### config.mk
export PLATFORM = sky130hd
export DESIGN_NAME = branch_redirect_controller
export DESIGN_NICKNAME = d
export VERILOG_FILES = /design/src/rtl/cpu_pkg.sv /design/src/rtl/fetch_inflight_tracker.sv /design/src/rtl/branch_redirect_controller.sv
export SDC_FILE = /design/constraint.sdc
export NUM_CORES = 1
export LEC_CHECK = 0
export CAP_MARGIN = 30
export CORE_ASPECT_RATIO = 1.1
export CORE_UTILIZATION = 35
export CTS_BUF_LIST = sky130_fd_sc_hd__clkbuf_2
export DETAILED_ROUTE_END_ITERATION = 6
export PLACE_DENSITY = 0.64
export SYNTH_ARGS = -nofsm -noshare
export SYNTH_HDL_FRONTEND = slang
export SYNTH_HIERARCHICAL = 1
export SYNTH_SLANG_ARGS = --single-unit
### constraint.sdc
create_clock -name i_clk -period 3.9 [get_ports i_clk]
set_input_delay 0.78 -clock i_clk [delete_from_list [all_inputs] [get_ports i_clk]]
set_output_delay 0.78 -clock i_clk [all_outputs]
set_load 0.05 [all_outputs]
### src/rtl/cpu_pkg.sv
// Shared types and constants for the front-end redirect logic.
package cpu_pkg;

    typedef enum logic [1:0] {
        IDLE,
        REDIRECT,
        DRAIN
    } redirect_state_t;

    localparam logic [31:0] INSTR_BYTES = 32'd4;

endpackage

### src/rtl/fetch_inflight_tracker.sv
// Tracks outstanding imem requests and how many of them belong to a squashed path,
// dropping their responses as they return in order.
module fetch_inflight_tracker #(
    parameter int  MAX_INFLIGHT = 4,
    localparam int CW           = $clog2(MAX_INFLIGHT + 1)
) (
    input  logic          i_clk,
    input  logic          i_rst,
    input  logic          i_req_fire,
    input  logic          i_rsp_valid,
    input  logic          i_load_stale,
    input  logic          i_count_stale,
    output logic [CW-1:0] o_stale_next,
    output logic          o_rsp_kill,
    output logic          o_hold
);

    logic [CW-1:0] inflight_q, inflight_d;
    logic [CW-1:0] stale_q, stale_d;
    logic          rsp_kill;

    // NOTE: every always_comb output gets a default first so no path can infer a latch.
    always_comb begin
        inflight_d = inflight_q + CW'(i_req_fire) - CW'(i_rsp_valid);
        rsp_kill   = i_rsp_valid & (stale_q != '0);
        stale_d    = stale_q;
        if (i_load_stale) begin
            // Everything still outstanding after the resolving cycle is wrong-path.
            stale_d = inflight_d;
        end else begin
            stale_d = stale_q + CW'(i_count_stale & i_req_fire) - CW'(rsp_kill);
        end
    end

    always_ff @(posedge i_clk) begin
        if (i_rst) begin
            inflight_q <= '0;
            stale_q    <= '0;
        end else begin
            inflight_q <= inflight_d;
            stale_q    <= stale_d;
        end
    end

    assign o_stale_next = stale_d;
    assign o_rsp_kill   = rsp_kill;
    assign o_hold       = (inflight_q == CW'(MAX_INFLIGHT));

endmodule

### src/rtl/branch_redirect_controller.sv
// Detects branch mispredicts at execute and sequences stall, fetch redirect,
// IF/ID flush and squashing of wrong-path imem responses.
module branch_redirect_controller
    import cpu_pkg::*;
#(
    parameter int          MAX_INFLIGHT = 4,
    parameter logic [31:0] RESET_PC     = 32'h0
) (
    input  logic        i_clk,
    input  logic        i_rst,
    input  logic        i_ex_valid,
    input  logic        i_ex_is_jump,
    input  logic        i_take_branch,
    input  logic [31:0] i_ex_pc,
    input  logic [31:0] i_ex_target,
    input  logic        i_pred_taken,
    input  logic [31:0] i_pred_target,
    output logic        o_ex_stall,
    output logic        o_redirect_valid,
    output logic [31:0] o_redirect_pc,
    input  logic        i_redirect_ready,
    output logic        o_flush,
    input  logic        i_imem_req_fire,
    input  logic        i_imem_rsp_valid,
    output logic        o_fetch_rsp_kill,
    output logic        o_fetch_hold,
    output logic [31:0] o_mispredict_count
);

    localparam int CW = $clog2(MAX_INFLIGHT + 1);

    redirect_state_t state_q, state_d;
    logic            redirect_valid_q, redirect_valid_d;
    logic [31:0]     redirect_pc_q, redirect_pc_d;
    logic            flush_q, flush_d;
    logic [31:0]     mispredict_count_q, mispredict_count_d;

    logic            actual_taken;
    logic [31:0]     correct_pc;
    logic            mispredict;
    logic            load_stale;
    logic            count_stale;
    logic [CW-1:0]   stale_next;

    assign o_ex_stall = (state_q == REDIRECT);

    always_comb begin
        actual_taken = i_ex_is_jump | i_take_branch;
        correct_pc   = actual_taken ? i_ex_target : i_ex_pc + INSTR_BYTES;
        mispredict   = i_ex_valid & ~o_ex_stall &
                       ((actual_taken != i_pred_taken) |
                        (actual_taken & (i_ex_target != i_pred_target)));
    end

    always_comb begin
        state_d            = state_q;
        redirect_valid_d   = redirect_valid_q;
        redirect_pc_d      = redirect_pc_q;
        flush_d            = 1'b0;
        mispredict_count_d = mispredict_count_q;
        load_stale         = 1'b0;
        count_stale        = 1'b0;
        case (state_q)
            IDLE, DRAIN: begin
                if (mispredict) begin
                    state_d            = REDIRECT;
                    redirect_valid_d   = 1'b1;
                    redirect_pc_d      = correct_pc;
                    flush_d            = 1'b1;
                    mispredict_count_d = mispredict_count_q + 32'd1;
                    load_stale         = 1'b1;
                end else if (state_q == DRAIN && stale_next == '0) begin
                    state_d = IDLE;
                end
            end
            REDIRECT: begin
                // Fetch is still on the wrong path until the handshake completes.
                count_stale = 1'b1;
                if (i_redirect_ready) begin
                    redirect_valid_d = 1'b0;
                    state_d          = (stale_next != '0) ? DRAIN : IDLE;
                end
            end
            default: state_d = IDLE;
        endcase
    end

    // NOTE: state registers use non-blocking assignments so every flop samples pre-edge values.
    always_ff @(posedge i_clk) begin
        if (i_rst) begin
            state_q            <= IDLE;
            redirect_valid_q   <= 1'b0;
            redirect_pc_q      <= RESET_PC;
            flush_q            <= 1'b0;
            mispredict_count_q <= 32'd0;
        end else begin
            state_q            <= state_d;
            redirect_valid_q   <= redirect_valid_d;
            redirect_pc_q      <= redirect_pc_d;
            flush_q            <= flush_d;
            mispredict_count_q <= mispredict_count_d;
        end
    end

    fetch_inflight_tracker #(
        .MAX_INFLIGHT (MAX_INFLIGHT)
    ) u_tracker (
        .i_clk         (i_clk),
        .i_rst         (i_rst),
        .i_req_fire    (i_imem_req_fire),
        .i_rsp_valid   (i_imem_rsp_valid),
        .i_load_stale  (load_stale),
        .i_count_stale (count_stale),
        .o_stale_next  (stale_next),
        .o_rsp_kill    (o_fetch_rsp_kill),
        .o_hold        (o_fetch_hold)
    );

    assign o_redirect_valid   = redirect_valid_q;
    assign o_redirect_pc      = redirect_pc_q;
    assign o_flush            = flush_q;
    assign o_mispredict_count = mispredict_count_q;

endmodule

==> results of run 1 <==
[kinds of logic after synthesis]
kind of cell | after synthesis | synth area share
compound gates | 138 | 0.200
xor+xnor | 60 | 0.114
fa+ha+maj | 8 | 0.0244
buf+inv | 54 | 0.0499
flops | 74 | 0.314
mux | 9 | 0.0215
simple gates | 228 | 0.276
[final cells by class]
type	count	area [um^2]
clock buffer	10	50.0
clock inverter	5	22.5
inverter	10	37.5
multi-input combinational	443	3010
sequential	74	1480
tap	161	201
fill	1263	6530
timing repair buffer	185	1830
[cells in the final DEF, fill, tap and decap left out, drive strengths merged, types with 5 or more instances in the layout]
cell type,n
or2,6
clkinv,6
nand2,35
xor2,39
nor2b,10
and2,5
xnor2,20
ha,6
or3,6
or4,20
buf,13
o21ai,26
a21oi,35
o31ai,19
nand4,28
dfxtp,74
nor3,10
o211ai,11
nand3,35
o41ai,13
clkbuf,10
nor4,11
a31o,10
clkdlybuf4s50,172
and3,13
nor2,40
a211oi,7
a2111oi,7
mux2,6
and4,6
inv,9
[critical path, cell delays in order]
cell and delay (ps):
clkdlybuf4s50_1 510, o31a_2 190, clkdlybuf4s50_1 810
[Yosys cell counts, types with 7 or more instances]
library cell / n
a2111oi_0: 7
o31ai_1: 19
xor2_1: 39
nand3_1: 35
inv_1: 8
a31o_2: 10
or4_1: 20
buf_2: 7
nand2_1: 34
nor3_1: 10
o41ai_1: 13
and3_1: 12
xnor2_1: 20
nor2_1: 39
o211ai_1: 11
nand4_1: 27
dfxtp_1: 74
clkbuf_1: 29
o21ai_0: 24
nor2b_1: 10
a21oi_1: 35
[power groups by stage]
stage	registers (W)	logic [W]	clock network, W
after floorplan	0.000949	0.000320	0
after global routing	0.000848	0.000765	0.000393
after detailed placement	0.000857	0.000712	0
after CTS	0.000842	0.000714	0.000362
final	0.000842	0.000710	0.000347
after global placement	0.000854	0.000697	0
[registers in the layout, summed over array words and instances, names as in the netlist]
name and cells:
o_flush 1, o_mispredict_count 32, o_redirect_pc 32, o_redirect_valid 1
state_q 2, u_tracker/inflight_q 3, u_tracker/stale_q 3
[routing by layer]
layer  GRT usage  vias up
met5           0        -
met2       0.409      207
met4      0.0817        0
met3      0.0569       20
li1            -     2445
met1       0.277     2386
[metrics by stage]
stage / total power (W) / setup slack (ps) / instance area (um^2) / hold WS, ps
after floorplan: 0.00127 / 1030 / 4720 / 529
after global placement: 0.00155 / 387 / 6560 / 445
after detailed placement: 0.00157 / 344 / 6560 / 450
after CTS: 0.00192 / 810 / 6630 / 474
after global routing: 0.00201 / 804 / 6630 / 495
final: 0.00190 / 827 / 6630 / 473
[worst max-delay path by stage]
| stage | endpoint | slack [ps] | cells after the start | startpoint |
|---|---|---|---|---|
| global placement | state_q[1] | 390 | 10 | i_ex_target[21] |
| global route | o_fetch_rsp_kill | 800 | 3 | i_imem_rsp_valid |
| CTS | o_fetch_rsp_kill | 810 | 3 | i_imem_rsp_valid |
| detailed placement | state_q[1] | 340 | 10 | i_ex_target[3] |
| floorplan | state_q[1] | 1030 | 10 | i_pred_target[21] |
| finish | o_fetch_rsp_kill | 830 | 3 | i_imem_rsp_valid |
==> out/qor.yml, run 1 <==
cts_buffers: 9
setup_violations: 0
ys_warn_count: 6
run_status: "finished clean"
hpwl_um: 12200
avgRoutedWirePerCell_um: 18.1
route.top_layer_used: "met4"
crit_fanout: 2
antennaDiodeCount: 0
worstSetupEndpointType: "output pin"
synth_top_cell_by_area: "dfxtp_1"
die-area_um2: 13900
max_freq_mhz: 325
post-cts-setup-buffers: 0
combPwrFrac: 0.374
clockRootBuffer: "clkbuf_2"
syn_nets: 684
start_util: 0.359
port_buffers: 173
finalNonFillerCells: 888
boundaryPins: 174
arrival_ps: 2290
viasPerCell: 5.70
die_y_um: 124
pwr-share-clk: 0.183
grt_pass1_wl_um: 24800
reg2reg_slack_ps: 1580
drt_wl_total_um: 16100
clk_pin_slew_ps: 220
grt_pass1_vias: 4788
relSlewSlack: 0.373
drcViolationCount: 0
min_path_cells: 2
die_w_um: 113
p_per_area_nw_per_um2: 287
r2r_cells: 6
dr.pass1.iters: 5
antenna_left: 0
grt-ovfl-total: 0
ys_types: 58
grt_use_total: 0.233
post_cts_resized: 0
syn_inst: 571
worstSetupStartpointType: "input pin"
maxSlewViolCount: 0
wl_met2_um: 7940
rsz0062_at_grt: "false"
cts_max_level: 3
reg2reg_from: "o_mispredict_count[3]"
clock_path_buffers: 2
p_leak_nw: 2.28
min_from: "o_redirect_valid"
hold_viol_final: 0
worstMarginPinSlew_ps: 940
place_congestion: 0.893
wl_met3_um: 1160
core_area_um2: 13200
critPathRequiredTime_ps: 3120
finalCoreUtilization: 0.504
crit_type: "in2out"
holdCritPathClass: "reg2reg"
seq_power_share: 0.443
synth-edff-count: 0
placementRows: 44
grt_max_degree: 74
yosysTopAreaCellShare: 0.314
wl_met1_um: 6720
r2r-end: "o_mispredict_count[27]"
antenna_found_initial: 0
cts-hold-fix-buffers: 0
drt_iter0_drc: 406
switching_share: 0.369
p_int_w: 0.00120
syn2layout_area_growth_pct: 40.5
layout-drive-gt1-share: 0.0853
dp.cells: 873
nets: 836
synth.avg_cell_area_um2: 8.26
yosysSeqAreaShare: 0.314
fin_crit_ps: 3070
setup_tns_ps: 0
vdd_ir_drop_max_uv: 121
yosys-top-cells-area: "dfxtp_1 (31%), xor2_1 (7.2%), a21oi_1 (3.7%), nand3_1 (3.7%), xnor2_1 (3.7%)"
synth_ff_type: "dfxtp_1"
p_sw_w: 0.000701
synth-async-reset-ratio: 0
ys_ff_latch: 74
whs_endpoint: "o_redirect_valid"
fin_crit_sh: 0.788
cts_tree: "done"
cap_violations: 0
cts.sinks: 74
num_vias: 5058
clkLatencyLatePin_ps: 540
clock-skew-final_ps: 19.4
syn_area_um2: 4720
No activity file was read; power rests on OpenSTA's default activity.
==> run 2: changes to the inputs <==
==> constraint.sdc (replaced) <==
create_clock -name i_clk -period 2.94 [get_ports i_clk]
set_input_delay 0.588 -clock i_clk [delete_from_list [all_inputs] [get_ports i_clk]]
set_output_delay 0.588 -clock i_clk [all_outputs]
set_load 0.05 [all_outputs]
==> out/qor.yml, run 2 (synthesis gave the netlist of run 1 again) <==
hpwl_um: 12600
antennaDiodeCount: 0
nets: 874
cts.sinks: 74
drt_wl_total_um: 16200
cts-hold-fix-buffers: 0
dr.pass1.iters: 5
cts_tree: "done"
grt_pass1_wl_um: 25600
cts_max_level: 3
arrival_ps: 3130
clock-skew-final_ps: 23.5
viasPerCell: 5.61
clockRootBuffer: "clkbuf_2"
path_cells: "clkdlybuf4s50_1 > xor2_1 > nor4_2 > nand4_1 > or4_1 > buf_4 > and3_4 > mux2_4"
drcViolationCount: 0
cpMaxStageDelayCell: "or4_1"
run_status: "finished clean"
critPathRequiredTime_ps: 3380
hold_viol_final: 0
vdd_ir_drop_max_uv: 163
clkLatencyLatePin_ps: 530
antenna_left: 0
clock_path_buffers: 2
crit_start: "i_ex_target[21]"
place_congestion: 0.907
post_cts_resized: 0
rsz0062_at_grt: "false"
grt_max_degree: 74
core_area_um2: 13200
relSlewSlack: 0.619
boundaryPins: 174
antenna_found_initial: 0
maxSlewViolCount: 0
holdCritPathClass: "reg2reg"
worstMarginPinSlew_ps: 570
layout-drive-gt1-share: 0.133
cts_buffers: 9
crit_type: "in2reg"
fin_crit_ps: 2690
setup_violations: 0
final_common_cell: "clkdlybuf4s50_1"
placed_area_um2: 6860
worstSetupEndpointType: "flip-flop"
port_buffers: 173
die-area_um2: 13900
die_y_um: 124
drt_iter0_drc: 422
start_util: 0.359
reg2reg_from: "o_mispredict_count[3]"
max_freq_mhz: 372
post-cts-setup-buffers: 0
die_w_um: 113
fin_crit_sh: 0.914
worstSetupStartpointType: "input pin"
num_vias: 5199
fin_area_um2: 6960
power_w: 0.00269
p_per_area_nw_per_um2: 386
cap_violations: 0
avgRoutedWirePerCell_um: 17.5
syn2layout_area_growth_pct: 47.6
p_leak_nw: 2.50
grt_pass1_vias: 4965
critical-path-max-stage-delay_ps: 650
grt_use_total: 0.236
placementRows: 44
clk_pin_slew_ps: 210
crit_fanout: 15
layout_common_cells: "clkdlybuf4s50_1 (171), dfxtp_1 (74), buf_4 (48)"
min_from: "o_redirect_valid"
grt-ovfl-total: 0
-- run 2: through the flow --
| stage | util | TNS [ps] | cells | setup slack [ps] | hold slack (ps) |
|---|---|---|---|---|---|
| after CTS | 0.529 | 0 | 926 | 230 | 477 |
| after global routing | 0.529 | 0 | 926 | 107 | 491 |
| after detailed placement | 0.522 | -5610 | 911 | -329 | 452 |
| final | 0.529 | 0 | 926 | 251 | 477 |
| after floorplan | - | 0 | 571 | 262 | 529 |
| after global placement | 0.522 | -4690 | 911 | -312 | 446 |
-- run 2: worst paths after layout --
path	to	slack [ps]	cells after the start
setup / recovery	o_mispredict_count[2]	250	8
hold / removal	o_redirect_valid	480	2
setup reg to reg	o_mispredict_count[29]	650	6
hold reg to reg	o_redirect_valid	480	2
-- run 2: worst max-delay path: cells and delay by family --
family,cells,cell delay (ps)
XOR/XNOR,1,190
buffers and inverters,2,660
multiplexers,1,280
AND/OR/NAND/NOR,4,1410
-- run 2: where the power goes --
group          switching [W]  internal [W]  leakage [nW]
Clock               0.000360      0.000194        0.0692
Combinational       0.000540      0.000475          1.82
Sequential         0.0000445       0.00107         0.604
-- run 2: final cells by class --
class | count | area (um^2)
repair buffers | 223 | 2140
fillers | 1238 | 6200
multi-input cells | 443 | 3010
clock buffers | 11 | 55.1
clock inverters | 4 | 43.8
flip-flops and latches | 74 | 1480
well taps | 161 | 201
inverters | 10 | 37.5
-- run 2: layer usage --
metal	part of all wire	GRT usage
met3	0.058	0.0516
met4	0.016	0.0650
met2	0.50	0.422
met1	0.42	0.285
met5	0	0
==> run 3: changes to the inputs <==
==> constraint.sdc (replaced) <==
create_clock -name i_clk -period 3.3 [get_ports i_clk]
set_input_delay 0.66 -clock i_clk [delete_from_list [all_inputs] [get_ports i_clk]]
set_output_delay 0.66 -clock i_clk [all_outputs]
set_load 0.05 [all_outputs]
==> out/qor.yml, run 3 (synthesis gave the netlist of run 1 again) <==
boundaryPins: 174
clock_path_buffers: 2
holdCritPathClass: "reg2reg"
grt_pass1_vias: 4809
hpwl_um: 12400
nFillCells: 1245
arrival_ps: 3210
seqCellArea_um2: 1480
core_area_um2: 13200
worstSetupStartpointType: "input pin"
r2r-end: "o_mispredict_count[28]"
viasPerCell: 5.69
clk_pin_slew_ps: 200
placementRows: 44
antenna_left: 0
port_buffers: 173
avgRoutedWirePerCell_um: 17.8
worstSetupEndpointType: "flip-flop"
p_per_area_nw_per_um2: 348
grt_pass1_wl_um: 25400
post-cts-setup-buffers: 0
drcViolationCount: 0
fin_crit_sh: 0.858
cap_violations: 0
start_util: 0.359
cts_buffers: 9
die-area_um2: 13900
cts-hold-fix-buffers: 0
hold_viol_final: 0
reg2reg_slack_ps: 940
dr.pass1.iters: 5
crit_cells: 10
cp_top_family: "simple AND/OR/NAND/NOR gates"
final_common_cell: "clkdlybuf4s50_1"
drt_iter0_drc: 372
crit_type: "in2reg"
critical-path-max-stage-delay_ps: 650
layout_common_cells: "clkdlybuf4s50_1 (172), dfxtp_1 (74), xor2_1 (39)"
grt_use_total: 0.235
clockRootBuffer: "clkbuf_2"
max_freq_mhz: 353
setup_violations: 0
cts_tree: "done"
clock-skew-final_ps: 27.9
maxSlewViolCount: 0
drt_wl_total_um: 16000
grt-ovfl-total: 0
grt_max_degree: 74
worstSetupEndpoint: "state_q[1]"
cts_max_level: 3
path_cells: "clkdlybuf4s50_1 > xor2_1 > nor4_2 > nand4_1 > or4_1 > nand2_4 > inv_2 > mux2_2 > nor3_1 > a211oi_1"
pre_cts_ws_ps: -91.0
nets: 850
critPathRequiredTime_ps: 3680
die_y_um: 124
layout-drive-gt1-share: 0.104
clkLatencyLatePin_ps: 530
r2r_cells: 6
cpMaxStageDelayCell: "or4_1"
vdd_ir_drop_max_uv: 154
rsz0062_at_grt: "false"
crit_start: "i_ex_target[21]"
syn2layout_area_growth_pct: 43.6
multiInputGateArea_um2: 3010
cts.sinks: 74
dp.cells: 887
worst-path-buf-inv: 2
p_leak_nw: 2.37
antenna_found_initial: 0
relSlewSlack: 0.427
run_status: "finished clean"
place_congestion: 0.928
worstMarginPinSlew_ps: 859
num_vias: 5135
timing.final.ws_setup_ps: 470
finalNonFillerCells: 903
post_cts_resized: 0
die_w_um: 113
reg2reg_from: "o_mispredict_count[4]"
fin_crit_ps: 2830
crit_fanout: 5
antennaDiodeCount: 0
setup_tns_ps: 0
[run 3: how the worst min path moves through the flow]
stage	from	endpoint	slack, ps	cells past startpoint
2_1_floorplan	u_tracker/inflight_q[2]	u_tracker/inflight_q[2]	530	2
3_3_place_gp	o_redirect_valid	o_redirect_valid	450	2
3_5_place_dp	o_redirect_valid	o_redirect_valid	460	2
4_1_cts	o_redirect_valid	o_redirect_valid	480	2
5_1_grt	o_redirect_valid	o_redirect_valid	500	2
6_report	o_redirect_valid	o_redirect_valid	480	2
[run 3: through the flow]
| step | util | hold slack [ps] | area, um^2 | total power [W] |
|---|---|---|---|---|
| floorplan | - | 529 | 4720 | 0.00150 |
| global placement | 0.507 | 446 | 6670 | 0.00186 |
| detailed placement | 0.507 | 458 | 6670 | 0.00188 |
| CTS | 0.515 | 482 | 6780 | 0.00239 |
| global route | 0.515 | 502 | 6780 | 0.00250 |
| finish | 0.515 | 480 | 6780 | 0.00236 |
[run 3: per-layer routing]
layer	share of wire	global-route usage	wire length [um]	vias to the layer above
met3	0.075	0.0564	1200	22
met4	0.024	0.0825	382	0
met5	0	0	0	-
met2	0.49	0.407	7820	236
li1	-	-	-	2474
met1	0.41	0.285	6640	2403
[run 3: layout make-up]
| cell class | count | area share |
|---|---|---|
| clock buffer | 12 | 0.00886 |
| sequential | 74 | 0.219 |
| timing repair buffer | 199 | 0.287 |
| tap | 161 | 0.0297 |
| multi-input combinational | 443 | 0.444 |
| clock inverter | 4 | 0.00628 |
| inverter | 10 | 0.00554 |
[run 3: where the power goes]
group / leakage, nW / switching [W] / internal [W]
logic: 1.70 / 0.000471 / 0.000394
registers: 0.604 / 0.0000393 / 0.000956
clock network: 0.0710 / 0.000321 / 0.000179
[run 3: worst reg2reg max path: stages (launching register included)]
cell and delay [ps]:
dfxtp_1 500, nand4_2 210, nor4_4 560, and3_1 320, nand4_1 130, or4_1 430, a21oi_1 140
